File: config.mk
export PLATFORM = sky130hd
export DESIGN_NAME = adc_lvds_tx_emu
export DESIGN_NICKNAME = d
export VERILOG_FILES = /design/src/rtl/adc_emu_pkg.sv /design/src/rtl/adc_lane_ser.sv /design/src/rtl/adc_lvds_tx_emu.sv
export SDC_FILE = /design/constraint.sdc
export NUM_CORES = 1
export LEC_CHECK = 0
export ABC_AREA = 1
export BUFFER_PORTS_ARGS = -buffer_cell sky130_fd_sc_hd__buf_2
export CORE_ASPECT_RATIO = 1.4
export CORE_UTILIZATION = 52
export CTS_CLUSTER_SIZE = 20
export DETAILED_ROUTE_END_ITERATION = 16
export HOLD_SLACK_MARGIN = 0.08
export PLACE_DENSITY = 0.76
export SLEW_MARGIN = 30
export SYNTH_ARGS = -nofsm -noshare
export SYNTH_HDL_FRONTEND = slang
export SYNTH_SLANG_ARGS = --single-unit
File: constraint.sdc
create_clock -name clk_200m -period 3.6 [get_ports clk_200m]
set_input_delay 0.18 -clock clk_200m [delete_from_list [all_inputs] [get_ports clk_200m]]
set_output_delay 0.18 -clock clk_200m [all_outputs]
set_load 0.01 [all_outputs]
File: src/rtl/adc_emu_pkg.sv
// Shared types and constants for the ADC LVDS transmit emulator.
package adc_emu_pkg;

  localparam int SAMPLE_W = 14;

  typedef enum logic [1:0] {
    PAT_USER  = 2'd0,
    PAT_RAMP  = 2'd1,
    PAT_CHECK = 2'd2,
    PAT_FIXED = 2'd3
  } pat_t;

  localparam logic [SAMPLE_W-1:0] CHECK_A    = 14'h2AAA;
  localparam logic [SAMPLE_W-1:0] CHECK_B    = 14'h1555;
  localparam logic [SAMPLE_W-1:0] FIXED_WORD = 14'h2A5C;

  typedef enum logic {
    IDLE = 1'b0,
    RUN  = 1'b1
  } state_t;

endpackage

File: src/rtl/adc_lane_ser.sv
// Two-lane serializer for one channel: MSB pair first, odd bit on d1, even bit on d0.
module adc_lane_ser #(
  parameter int SAMPLE_W = 14
) (
  input  logic                clk,
  input  logic                rst,
  input  logic                load,
  input  logic                shift,
  input  logic [SAMPLE_W-1:0] word,
  output logic                d0,
  output logic                d1
);

  logic [SAMPLE_W-1:0] sr;

  // Load presents the top bit pair immediately; shift walks down two bits per cycle; otherwise lanes idle low.
  always_ff @(posedge clk or posedge rst) begin
    if (rst) begin
      sr <= '0;
      d0 <= 1'b0;
      d1 <= 1'b0;
    end else if (load) begin
      d1 <= word[SAMPLE_W-1];
      d0 <= word[SAMPLE_W-2];
      sr <= {word[SAMPLE_W-3:0], 2'b00};
    end else if (shift) begin
      d1 <= sr[SAMPLE_W-1];
      d0 <= sr[SAMPLE_W-2];
      sr <= {sr[SAMPLE_W-3:0], 2'b00};
    end else begin
      d0 <= 1'b0;
      d1 <= 1'b0;
    end
  end

endmodule

File: src/rtl/adc_lvds_tx_emu.sv
// Frame-clocked two-lane-per-channel ADC output emulator.
// Optional macro ADC_TX_SKEW_EN adds a per-frame lane delay (skew input) for bitslip exercise.
module adc_lvds_tx_emu #(
  parameter int NUM_CH = 3,
  parameter int SAMPLE_W = adc_emu_pkg::SAMPLE_W,
  localparam int BITS_PER_LANE = SAMPLE_W / 2
) (
  input  logic                       clk_200m,
  input  logic                       rst_200m,
  input  logic                       tx_en,
  input  logic [1:0]                 pat_sel,
`ifdef ADC_TX_SKEW_EN
  input  logic [2:0]                 skew,
`endif
  input  logic [NUM_CH*SAMPLE_W-1:0] sample_data,
  input  logic                       sample_valid,
  output logic                       sample_ready,
  output logic [NUM_CH-1:0]          lane_d0,
  output logic [NUM_CH-1:0]          lane_d1,
  output logic                       fclk,
  output logic                       underrun,
  output logic [31:0]                frame_cnt
);

  import adc_emu_pkg::*;

  localparam int CNT_W = (BITS_PER_LANE > 1) ? $clog2(BITS_PER_LANE) : 1;
  localparam int BUS_W = NUM_CH * SAMPLE_W;
  localparam logic [CNT_W-1:0] LAST_BIT = CNT_W'(BITS_PER_LANE - 1);
  localparam logic [CNT_W-1:0] FCLK_HI  = CNT_W'((BITS_PER_LANE + 1) / 2);
  localparam logic [SAMPLE_W-1:0] CHK_A_W = SAMPLE_W'(CHECK_A);
  localparam logic [SAMPLE_W-1:0] CHK_B_W = SAMPLE_W'(CHECK_B);
  localparam logic [SAMPLE_W-1:0] FIXED_W = SAMPLE_W'(FIXED_WORD);

  state_t              state, state_next;
  logic [CNT_W-1:0]    bit_cnt, bit_cnt_next;
  logic                frame_end, load, shift_en;
  logic [SAMPLE_W-1:0] ramp;
  logic                chk_phase;
  logic [BUS_W-1:0]    held, word_bus;
  logic [NUM_CH-1:0]   raw_d0, raw_d1;

  assign frame_end    = (state == RUN) && (bit_cnt == LAST_BIT);
  assign shift_en     = (state == RUN) && !frame_end;
  assign sample_ready = load && (pat_sel == PAT_USER);

  // Next state and bit counter; a load only happens when another frame will actually follow.
  always_comb begin
    state_next   = state;
    bit_cnt_next = '0;
    load         = 1'b0;
    case (state)
      IDLE: begin
        if (tx_en) begin
          state_next = RUN;
          load       = 1'b1;
        end
      end
      RUN: begin
        if (frame_end) begin
          if (tx_en) load = 1'b1;
          else       state_next = IDLE;
        end else begin
          bit_cnt_next = bit_cnt + 1'b1;
        end
      end
      default: state_next = IDLE;
    endcase
  end

  // Source mux: the word that the serializers pick up on a load cycle.
  always_comb begin
    word_bus = held;
    case (pat_t'(pat_sel))
      PAT_USER:  if (sample_valid) word_bus = sample_data;
      PAT_RAMP:  word_bus = {NUM_CH{ramp}};
      PAT_CHECK: word_bus = {NUM_CH{chk_phase ? CHK_B_W : CHK_A_W}};
      PAT_FIXED: word_bus = {NUM_CH{FIXED_W}};
      default:   word_bus = held;
    endcase
  end

  // State register, bit counter and frame clock, registered so fclk aligns with the lane bits.
  always_ff @(posedge clk_200m or posedge rst_200m) begin
    if (rst_200m) begin
      state   <= IDLE;
      bit_cnt <= '0;
      fclk    <= 1'b0;
    end else begin
      state   <= state_next;
      bit_cnt <= bit_cnt_next;
      fclk    <= (state_next == RUN) && (bit_cnt_next < FCLK_HI);
    end
  end

  // Frame counter counts every frame that completes, including the last before stopping.
  always_ff @(posedge clk_200m or posedge rst_200m) begin
    if (rst_200m)       frame_cnt <= '0;
    else if (frame_end) frame_cnt <= frame_cnt + 32'd1;
  end

  // Pattern generator state and held user sample, advanced only on load cycles.
  always_ff @(posedge clk_200m or posedge rst_200m) begin
    if (rst_200m) begin
      held      <= '0;
      ramp      <= '0;
      chk_phase <= 1'b0;
      underrun  <= 1'b0;
    end else if (load) begin
      case (pat_t'(pat_sel))
        PAT_USER: begin
          if (sample_valid) held <= sample_data;
          else              underrun <= 1'b1;
        end
        PAT_RAMP:  ramp <= ramp + 1'b1;
        PAT_CHECK: chk_phase <= ~chk_phase;
        default:   ;
      endcase
    end
  end

  for (genvar ch = 0; ch < NUM_CH; ch++) begin : g_ser
    adc_lane_ser #(.SAMPLE_W(SAMPLE_W)) u_ser (
      .clk   (clk_200m),
      .rst   (rst_200m),
      .load  (load),
      .shift (shift_en),
      .word  (word_bus[ch*SAMPLE_W +: SAMPLE_W]),
      .d0    (raw_d0[ch]),
      .d1    (raw_d1[ch])
    );
  end

`ifdef ADC_TX_SKEW_EN
  localparam logic [2:0] SKEW_MAX = 3'(BITS_PER_LANE - 1);

  logic [2:0]        skew_q;
  logic [NUM_CH-1:0] dly_d0 [7];
  logic [NUM_CH-1:0] dly_d1 [7];

  // Skew is captured at frame boundaries only, clamped to one frame minus a bit.
  always_ff @(posedge clk_200m or posedge rst_200m) begin
    if (rst_200m)  skew_q <= '0;
    else if (load) skew_q <= (skew > SKEW_MAX) ? SKEW_MAX : skew;
  end

  // Delay line keeps shifting in IDLE, so it drains to the idle-low lane value.
  always_ff @(posedge clk_200m or posedge rst_200m) begin
    if (rst_200m) begin
      for (int i = 0; i < 7; i++) begin
        dly_d0[i] <= '0;
        dly_d1[i] <= '0;
      end
    end else begin
      dly_d0[0] <= raw_d0;
      dly_d1[0] <= raw_d1;
      for (int i = 1; i < 7; i++) begin
        dly_d0[i] <= dly_d0[i-1];
        dly_d1[i] <= dly_d1[i-1];
      end
    end
  end

  assign lane_d0 = (skew_q == 3'd0) ? raw_d0 : dly_d0[skew_q - 3'd1];
  assign lane_d1 = (skew_q == 3'd0) ? raw_d1 : dly_d1[skew_q - 3'd1];
`else
  assign lane_d0 = raw_d0;
  assign lane_d1 = raw_d1;
`endif

endmodule

==> run summary <==
status - finished, final reports clean
highest clock rate - 0.390 GHz
gpl congestion - 0.878
final hold viol count - 0
Final ANT Viol Nets - 0
clock transition at the register clock pins on the worst setup and hold paths after CTS - 0.06 ns
worst hold path class - in -> reg
Power per Cell Area - 680 mW/mm2
clock tree from TritonCTS - done
I/O pin cnt - 89
Hold Path Origin - sample_data[5]
crit path DAT - 2.38 ns
first-pass GRT wire length - 25.9 mm
Max-cap violations - 0
Layout area overhead - 16.6%
Worst Skew - 0.0109 ns
Avg Cell Area, Syn - 7.61 um2
worst setup path class - reg -> out
row count - 49
clk_lat worst skew - 0.42 ns
Reg-to-Reg Start - bit_cnt[0]
GRT Overall Usage - 23.9%
initial antenna violation count - 0
via count - 5,891
H-tree Lvls - 4
Die Ht - 138 um
synthesized flop and latch total - 137
DR iter-0 viols - 312
Least-Margin Pin Slew - 0.850 ns
synthesized net count - 957
Seq/Total Area, Yosys - 49.8%
TritonCTS sink count - 137
Synth area leaders - dfrtp_1 (50%), nand2_1 (16%), o21ai_0 (8.0%), nor2_1 (6.9%), inv_1 (5.3%)
clock buffer count from CTS - 17
detailed placement HPWL - 10.8 mm
core area - 0.0129 mm2
Die Wd - 99.3 um
Slew headroom - 43.2%
post-synth top area cell - dfrtp_1
residual DRC count - 0
Total Power - 5.46 mW
unrepaired setup endpoints after global routing - no
remaining global-route overflow - 0
largest net degree at the start of global routing - 72
CP Data Required Time - 3.42 ns
Max VDD drop - 0.324 mV
count leader, synth - nand2_1
drt pass-1 iters - 5
share of layout cells above drive strength 1 - 14.2%
DR WL/cell - 13.2 um
fin crit share - 71.2%
Worst Setup End Kind - output port
number of global-route vias before repair - 5,722
worst setup path startpoint - bit_cnt[0]
Setup TNS Final - 0 ns
Clock Tree Root - clkbuf_16
routed vias/inst - 5.10
crit path launch type - register
top-area cell type share of the netlist area - 49.8%
synth cell count leaders - nand2_1 (285), dfrtp_1 (137), nor2_1 (127)
CTS Buffer Depth - 2
# port buffers - 88
CP Max Fanout - 51
die area - 0.0137 mm2
Mapped Area - 0.00689 mm2
Netlist cell types - 30
fin crit period - 2.56 ns
Final setup viols - 0
n_diodes - 0
Nets - 1,041
Yosys warning total - 0
pins over their slew limit - 0
Post-synth EDFFs - 0
drt total wl - 15.3 mm
Pleak - 4.29 nW
Synth Instances - 905
Initial Util - 53.5%
Primary FF master, synth - dfrtp_1
Synth async-reset ratio - 100%
==> cell families (layout without fill, tap and decap cells) <==
| logic type | after synthesis | in the layout | synth area share (%) |
|---|---|---|---|
| compound gates | 132 | 132 | 9.74 |
| xor+xnor | 25 | 25 | 3.18 |
| fa+ha+maj | 4 | 4 | 0.727 |
| buf+inv | 133 | 229 | 8.08 |
| flops | 137 | 137 | 49.8 |
| simple gates | 474 | 474 | 28.5 |
==> cells in the final DEF, fill, tap and decap left out, drive strengths merged, types with 3 or more instances in the layout <==
master	instances
clkbuf	24
clkinv	4
clkinvlp	3
nor2	133
ha	4
buf	97
xnor2	11
dfrtp	137
xor2	14
nand2	288
a21oi	13
inv	98
o21bai	3
nand3b	13
nand4	8
nand3	27
o21ai	115
==> registers in the layout, indices dropped and copies added (netlist names) <==
signal / count
held: 42
g_ser.u_ser.sr: 36
frame_cnt: 32
ramp: 14
bit_cnt: 3
g_ser.u_ser.d0: 3
g_ser.u_ser.d1: 3
chk_phase: 1
fclk: 1
state: 1
underrun: 1
==> stage by stage <==
step	setup WS [ns]	cell area [um2]	hold slack (ns)	std cells	util, %
6_report	1.04	8030	0.111	1154	62.4
5_1_grt	0.866	8030	0.145	1154	62.4
4_1_cts	1.02	8010	0.105	1153	62.2
3_5_place_dp	1.31	7410	0.432	1120	57.6
3_3_place_gp	1.39	7410	0.426	1120	57.6
2_1_floorplan	1.71	6890	0.311	905	-
==> power by group <==
| group | leakage [nW] | internal, mW | switching, mW |
|---|---|---|---|
| Combinational | 2.29 | 0.538 | 0.927 |
| Clock | 0.284 | 1.05 | 0.620 |
| Sequential | 1.72 | 2.08 | 0.246 |
| Total | 4.29 | 3.66 | 1.79 |
==> worst paths after layout <==
path                                   endpoint  slack, ns  depth (start not counted)
setup / recovery                   sample_ready       1.04                          8
hold / removal                          held[5]       0.11                          5
setup reg to reg           g_ser[0].u_ser.sr[9]       1.30                         11
hold reg to reg                      bit_cnt[0]       0.46                          1
max in group asynchronous     g_ser[1].u_ser.d0       2.62                          4
min in group asynchronous          frame_cnt[0]       0.30                          3
==> cell type report <==
cell class,instances,area [um2]
Inverter,99,375
Multi-Input combinational cell,635,2900
Clock inverter,7,65.1
Tap cell,153,191
Timing Repair Buffer,99,556
Fill cell,1188,4840
Clock buffer,24,512
Sequential cell,137,3430
==> worst max-delay path, cell delays in order, from the launching register on <==
cell and delay [ns]:
dfrtp_1 0.39, inv_1 0.06, ha_1 0.16, nand2_1 0.09, nand2_2 0.23, nand2_4 0.26, nor2_4 0.15, buf_4 0.41
buf_2 0.22
==> metal layers <==
metal	wire length [um]	global-route usage [%]
met1	6380	27.7
met2	8180	43.4
met3	411	4.20
met4	317	8.98
met5	0	0
==> repair_timing <==
action | CTS | global route
hold endpoints to repair | 42 | 0
gates resized for setup | 0 | 0
setup buffers | 0 | 0
hold buffers | 2 | 0
Note: power is estimated with default switching activity, not from simulation.
